[config.mk]
export PLATFORM = sky130hd
export DESIGN_NAME = pll_reset_sequencer
export DESIGN_NICKNAME = d
export VERILOG_FILES = /design/src/rtl/pll_reset_pkg.sv /design/src/rtl/sync_2ff.sv /design/src/rtl/pll_reset_sequencer.sv
export SDC_FILE = /design/constraint.sdc
export NUM_CORES = 1
export LEC_CHECK = 0
export CORE_MARGIN = 2
export CORE_UTILIZATION = 56
export CTS_CLUSTER_DIAMETER = 60
export CTS_CLUSTER_SIZE = 28
export DETAILED_ROUTE_END_ITERATION = 6
export GPL_TIMING_DRIVEN = 0
export HOLD_SLACK_MARGIN = 0.02
export PLACE_DENSITY = 0.89
export SYNTH_ARGS = -nofsm -noshare
export SYNTH_HDL_FRONTEND = slang
export SYNTH_HIERARCHICAL = 1
export SYNTH_SLANG_ARGS = --single-unit
[constraint.sdc]
create_clock -name clock -period 2.1 [get_ports clock]
set_input_delay 0.42 -clock clock [delete_from_list [all_inputs] [get_ports clock]]
set_output_delay 0.42 -clock clock [all_outputs]
set_load 0.03 [all_outputs]
[src/rtl/pll_reset_pkg.sv]
// Shared types and constants for the PLL reset sequencer.
// The optional lock-loss counter is built only when LOCK_LOSS_COUNT_EN is defined.
package pll_reset_pkg;

  typedef enum logic [1:0] {
    WAIT_LOCK = 2'd0,
    STABLE    = 2'd1,
    RELEASE   = 2'd2,
    RUN       = 2'd3
  } seq_state_e;

  localparam int unsigned LOCK_LOSS_W = 8;
  localparam logic [LOCK_LOSS_W-1:0] LOCK_LOSS_MAX = 8'hFF;

  typedef struct packed {
    logic sys_reset;
    logic panel_enable;
    logic ready;
  } seq_outs_t;

  // Output values that belong to a given state.
  function automatic seq_outs_t outs_for(input seq_state_e s);
    seq_outs_t o;
    o.sys_reset    = (s == WAIT_LOCK) || (s == STABLE);
    o.panel_enable = (s == RUN);
    o.ready        = (s == RUN);
    return o;
  endfunction

  // Increment that holds at the maximum value.
  function automatic logic [LOCK_LOSS_W-1:0] sat_inc(input logic [LOCK_LOSS_W-1:0] v);
    return (v == LOCK_LOSS_MAX) ? v : v + LOCK_LOSS_W'(1);
  endfunction

endpackage

[src/rtl/sync_2ff.sv]
// Single-bit two-flop synchronizer with synchronous active-high reset.
module sync_2ff (
  input  logic clk_i,
  input  logic rst_i,
  input  logic d_i,
  output logic q_o
);

  logic meta_q;
  logic sync_q;

  always_ff @(posedge clk_i) begin
    if (rst_i) begin
      meta_q <= 1'b0;
      sync_q <= 1'b0;
    end else begin
      meta_q <= d_i;
      sync_q <= meta_q;
    end
  end

  assign q_o = sync_q;

endmodule

[src/rtl/pll_reset_sequencer.sv]
// Qualifies PLL lock, then releases system reset and enables the LED panel in order.
// Define LOCK_LOSS_COUNT_EN to add the saturating lock_loss_count output.
module pll_reset_sequencer
  import pll_reset_pkg::*;
#(
  parameter int unsigned LOCK_STABLE_CYCLES = 1024,
  parameter int unsigned RELEASE_CYCLES     = 16,
  parameter int unsigned CNT_W              =
    $clog2((LOCK_STABLE_CYCLES > RELEASE_CYCLES) ? LOCK_STABLE_CYCLES : RELEASE_CYCLES) + 1
) (
  input  logic       clock,
  input  logic       reset,
  input  logic       pll_locked,
  output logic       sys_reset,
  output logic       panel_enable,
  output logic       ready,
  output logic [1:0] state
`ifdef LOCK_LOSS_COUNT_EN
  ,
  output logic [LOCK_LOSS_W-1:0] lock_loss_count
`endif
);

  localparam logic [CNT_W-1:0] STABLE_LAST  = CNT_W'(LOCK_STABLE_CYCLES - 1);
  localparam logic [CNT_W-1:0] RELEASE_LAST = CNT_W'(RELEASE_CYCLES - 1);

  logic             lk;
  seq_state_e       state_q, state_d;
  logic [CNT_W-1:0] cnt_q, cnt_d;
  seq_outs_t        outs_q, outs_d;

  sync_2ff u_lock_sync (
    .clk_i (clock),
    .rst_i (reset),
    .d_i   (pll_locked),
    .q_o   (lk)
  );

  always_ff @(posedge clock) begin
    if (reset) begin
      state_q <= WAIT_LOCK;
      cnt_q   <= '0;
      outs_q  <= outs_for(WAIT_LOCK);
    end else begin
      state_q <= state_d;
      cnt_q   <= cnt_d;
      outs_q  <= outs_d;
    end
  end

  // Loss of lock always wins over a terminal-count advance; the counter restarts from zero.
  always_comb begin
    state_d = state_q;
    cnt_d   = cnt_q;
    case (state_q)
      WAIT_LOCK: begin
        if (lk) begin
          state_d = STABLE;
          cnt_d   = '0;
        end
      end
      STABLE: begin
        if (!lk) begin
          state_d = WAIT_LOCK;
          cnt_d   = '0;
        end else if (cnt_q == STABLE_LAST) begin
          state_d = RELEASE;
          cnt_d   = '0;
        end else begin
          cnt_d = cnt_q + CNT_W'(1);
        end
      end
      RELEASE: begin
        if (!lk) begin
          state_d = WAIT_LOCK;
          cnt_d   = '0;
        end else if (cnt_q == RELEASE_LAST) begin
          state_d = RUN;
          cnt_d   = '0;
        end else begin
          cnt_d = cnt_q + CNT_W'(1);
        end
      end
      RUN: begin
        if (!lk) begin
          state_d = WAIT_LOCK;
          cnt_d   = '0;
        end
      end
      default: begin
        state_d = WAIT_LOCK;
        cnt_d   = '0;
      end
    endcase
    // Outputs are registered from the next state so they change with it.
    outs_d = outs_for(state_d);
  end

  assign sys_reset    = outs_q.sys_reset;
  assign panel_enable = outs_q.panel_enable;
  assign ready        = outs_q.ready;
  assign state        = 2'(state_q);

`ifdef LOCK_LOSS_COUNT_EN
  logic                   loss_event_c;
  logic [LOCK_LOSS_W-1:0] loss_cnt_q;

  // Only a drop of lk out of a locked-side state counts as a loss.
  assign loss_event_c = (state_q != WAIT_LOCK) && !lk;

  always_ff @(posedge clock) begin
    if (reset) begin
      loss_cnt_q <= '0;
    end else if (loss_event_c) begin
      loss_cnt_q <= sat_inc(loss_cnt_q);
    end
  end

  assign lock_loss_count = loss_cnt_q;
`endif

endmodule

==> qor.yml <==
power_and_ir_drop:
  power_mw: 0.551
  power_density_nw_per_um2: 477
  irDropWorstVdd_mv: 0.429
  leakage_nw: 0.348
floorplan:
  initial_core_util_pct: 59.2
  die_w_um: 46.5
  die-area_um2: 2160
  die_h_um: 46.5
  pin_count: 8
  core_area_um2: 1710
  placementRows: 15
setup_path:
  worstPathArrival_ps: 2250
  path_delay_family: "compound AO/OA/AOI/OAI gates"
  crit_type: "reg -> reg"
  worstPathMaxFanout: 6
  cp-end-kind: "flip-flop"
  crit_path_top_delay_cell: "a2111oi_0"
  cp_slowest_stage_delay_ps: 570
  cp-start-kind: "flip-flop"
  crit_required_ps: 2300
  critPathBufInv: 0
  path_cells: "ha_1 -> nand3_1 -> nor3_1 -> a2111oi_0 -> o22ai_1 -> and3b_1"
cts:
  clk_path_buf_depth: 2
  cts_tree: "built"
  clock-root-buffer: "clkbuf_4"
  cts.clk_slew.worst_paths_ps: 100
  cts_setup_buffers: 0
  cts_sinks: 17
  htree_levels: 1
  numCtsBuffers: 3
  clock_latency_ps: 290
  hold_buffers: 0
  ctsResizeCount: 0
yosys:
  yosysUniqueCellTypes: 38
  ys.warnings.count: 6
  syn-cell-area_um2: 1010
  ys_ff_latch: 17
  synth_common_cells: "dfxtp_1 (17), nand2_1 (12), a21oi_1 (8), nor2_1 (8)"
  seq_area_frac_synth_pct: 33.7
  ys.flop_type: "dfxtp_1"
  synth_async_sr_flop_share_pct: 0
  synth_largest_area_cell: "dfxtp_1"
  synthesis.nets: 129
  avgSynthCellArea_um2: 8.42
  synthTopCellsByArea: "dfxtp_1 (34%), ha_1 (7.4%), nand2_1 (4.5%)"
  yosysTopAreaCellShare_pct: 33.7
  syn_inst: 120
  synth_most_common_cell: "dfxtp_1"
  synth_edf_count: 0
finish:
  drive_gt1_share_pct: 9.16
  fin_area_um2: 1150
  num_antenna_cells: 0
  nFillCells: 141
  syn_to_final_growth_pct: 14.2
  num-nets-final: 141
  final_util_pct: 67.6
sta:
  setup_viol: 0
  fin_crit_ps: 2050
  fin_worst_skew_ps: 12.1
  fin_crit_sh_pct: 97.8
  slew_headroom_pct: 61.4
  tightest_slew_ps: 564
  timing.final.hold_violations: 0
  drv_slew: 0
  fin_tns_setup_ps: 0
  fmax_mhz: 487
  worst_slack_ps: 46.8
placed_design:
  place_congestion: 0.894
  port_buffers: 7
  dpl.hpwl_um: 1600
  pre_cts_ws_ps: 62.2
  placed_area_um2: 1110
route:
  drt_first_pass_iters: 4
  dr.first_iter.drc_count: 42
  ant_nets: 0
  vias: 943
  vias_per_cell: 6.04
  drc: 0
  routed_wl_um: 2270
  routedWlPerCell_um: 14.6
grt:
  grt_pass1_vias: 794
  gr-usage-all-layers_pct: 22.0
  grt_pass1_wl_um: 3380
  antenna_found_initial: 0
  grt_overflow: 0
  grt_max_degree: 11
worst_hold_path:
  hold_class: "reg -> reg"
job:
  drv_cap: 0
outcome:
  status: "finished, final reports clean"
==> worst register-to-register path: stages, from the launching register on <==
cell and delay, ps:
dfxtp_1 350, ha_1 250, nand3_1 260, nor3_1 170, a2111oi_0 570, o22ai_1 160
and3b_1 210
==> final cells by class <==
type	count	area, µm²	share of cell area, %
Clock buffer	4	26.3	2.28
Tap cell	25	31.3	2.71
Multi-Input combinational cell	93	646	55.9
Buffer	4	18.8	1.63
Timing Repair Buffer	7	70.1	6.07
Inverter	6	22.5	1.95
Sequential cell	17	340	29.5
==> through the flow <==
step	hold WS [ps]	std cells
global placement	419	152
global route	467	156
finish	447	156
detailed placement	429	152
floorplan	414	120
CTS	451	156
==> report_power, final <==
group	internal (mW)	switching (mW)	leakage (nW)
Combinational	0.0197	0.0300	0.195
Sequential	0.325	0.00350	0.137
Clock	0.0739	0.0990	0.0150
Total	0.419	0.133	0.348
==> flip-flops by register name, indices dropped and copies added, names as in the netlist <==
register            count
cnt_q                  11
state                   2
ready                   1
u_lock_sync/meta_q      1
sys_reset               1
u_lock_sync/q_o         1
==> layout by cell type, fill, tap and decap left out, drive strengths merged, types with 6 or more instances in the layout <==
cell	synthesis	routed
dfxtp	17	17
a21oi	8	8
clkbuf	3	7
clkdlybuf4s50	0	7
inv	6	6
ha	6	6
nand2	13	13
nand3	6	6
nor2	8	8
==> cell families after synthesis <==
kind of cell | count (synthesis) | share of synthesized area, %
AO/OA/AOI/OAI | 32 | 23.6
adder cells (fa/ha/maj) | 6 | 7.43
buffers and inverters | 10 | 4.08
flip-flops | 17 | 33.7
multiplexers | 3 | 3.09
AND/OR/NAND/NOR | 52 | 28.1
==> layer usage <==
metal,GRT usage (%),vias up,share of wire (%)
li1,-,464,-
met1,26.9,444,44
met2,38.9,35,51
met3,5.88,0,5.5
met4,3.43,0,0
met5,0,-,0
==> path summary, 6_finish.rpt <==
kind         cells after the start              end  slack, ps          startpoint
max                              6            ready         50            cnt_q[0]
min                              1  u_lock_sync/q_o        450  u_lock_sync/meta_q
max reg2reg                      6            ready         50            cnt_q[0]
min reg2reg                      1  u_lock_sync/q_o        450  u_lock_sync/meta_q
(Power assumes the default switching activity.)
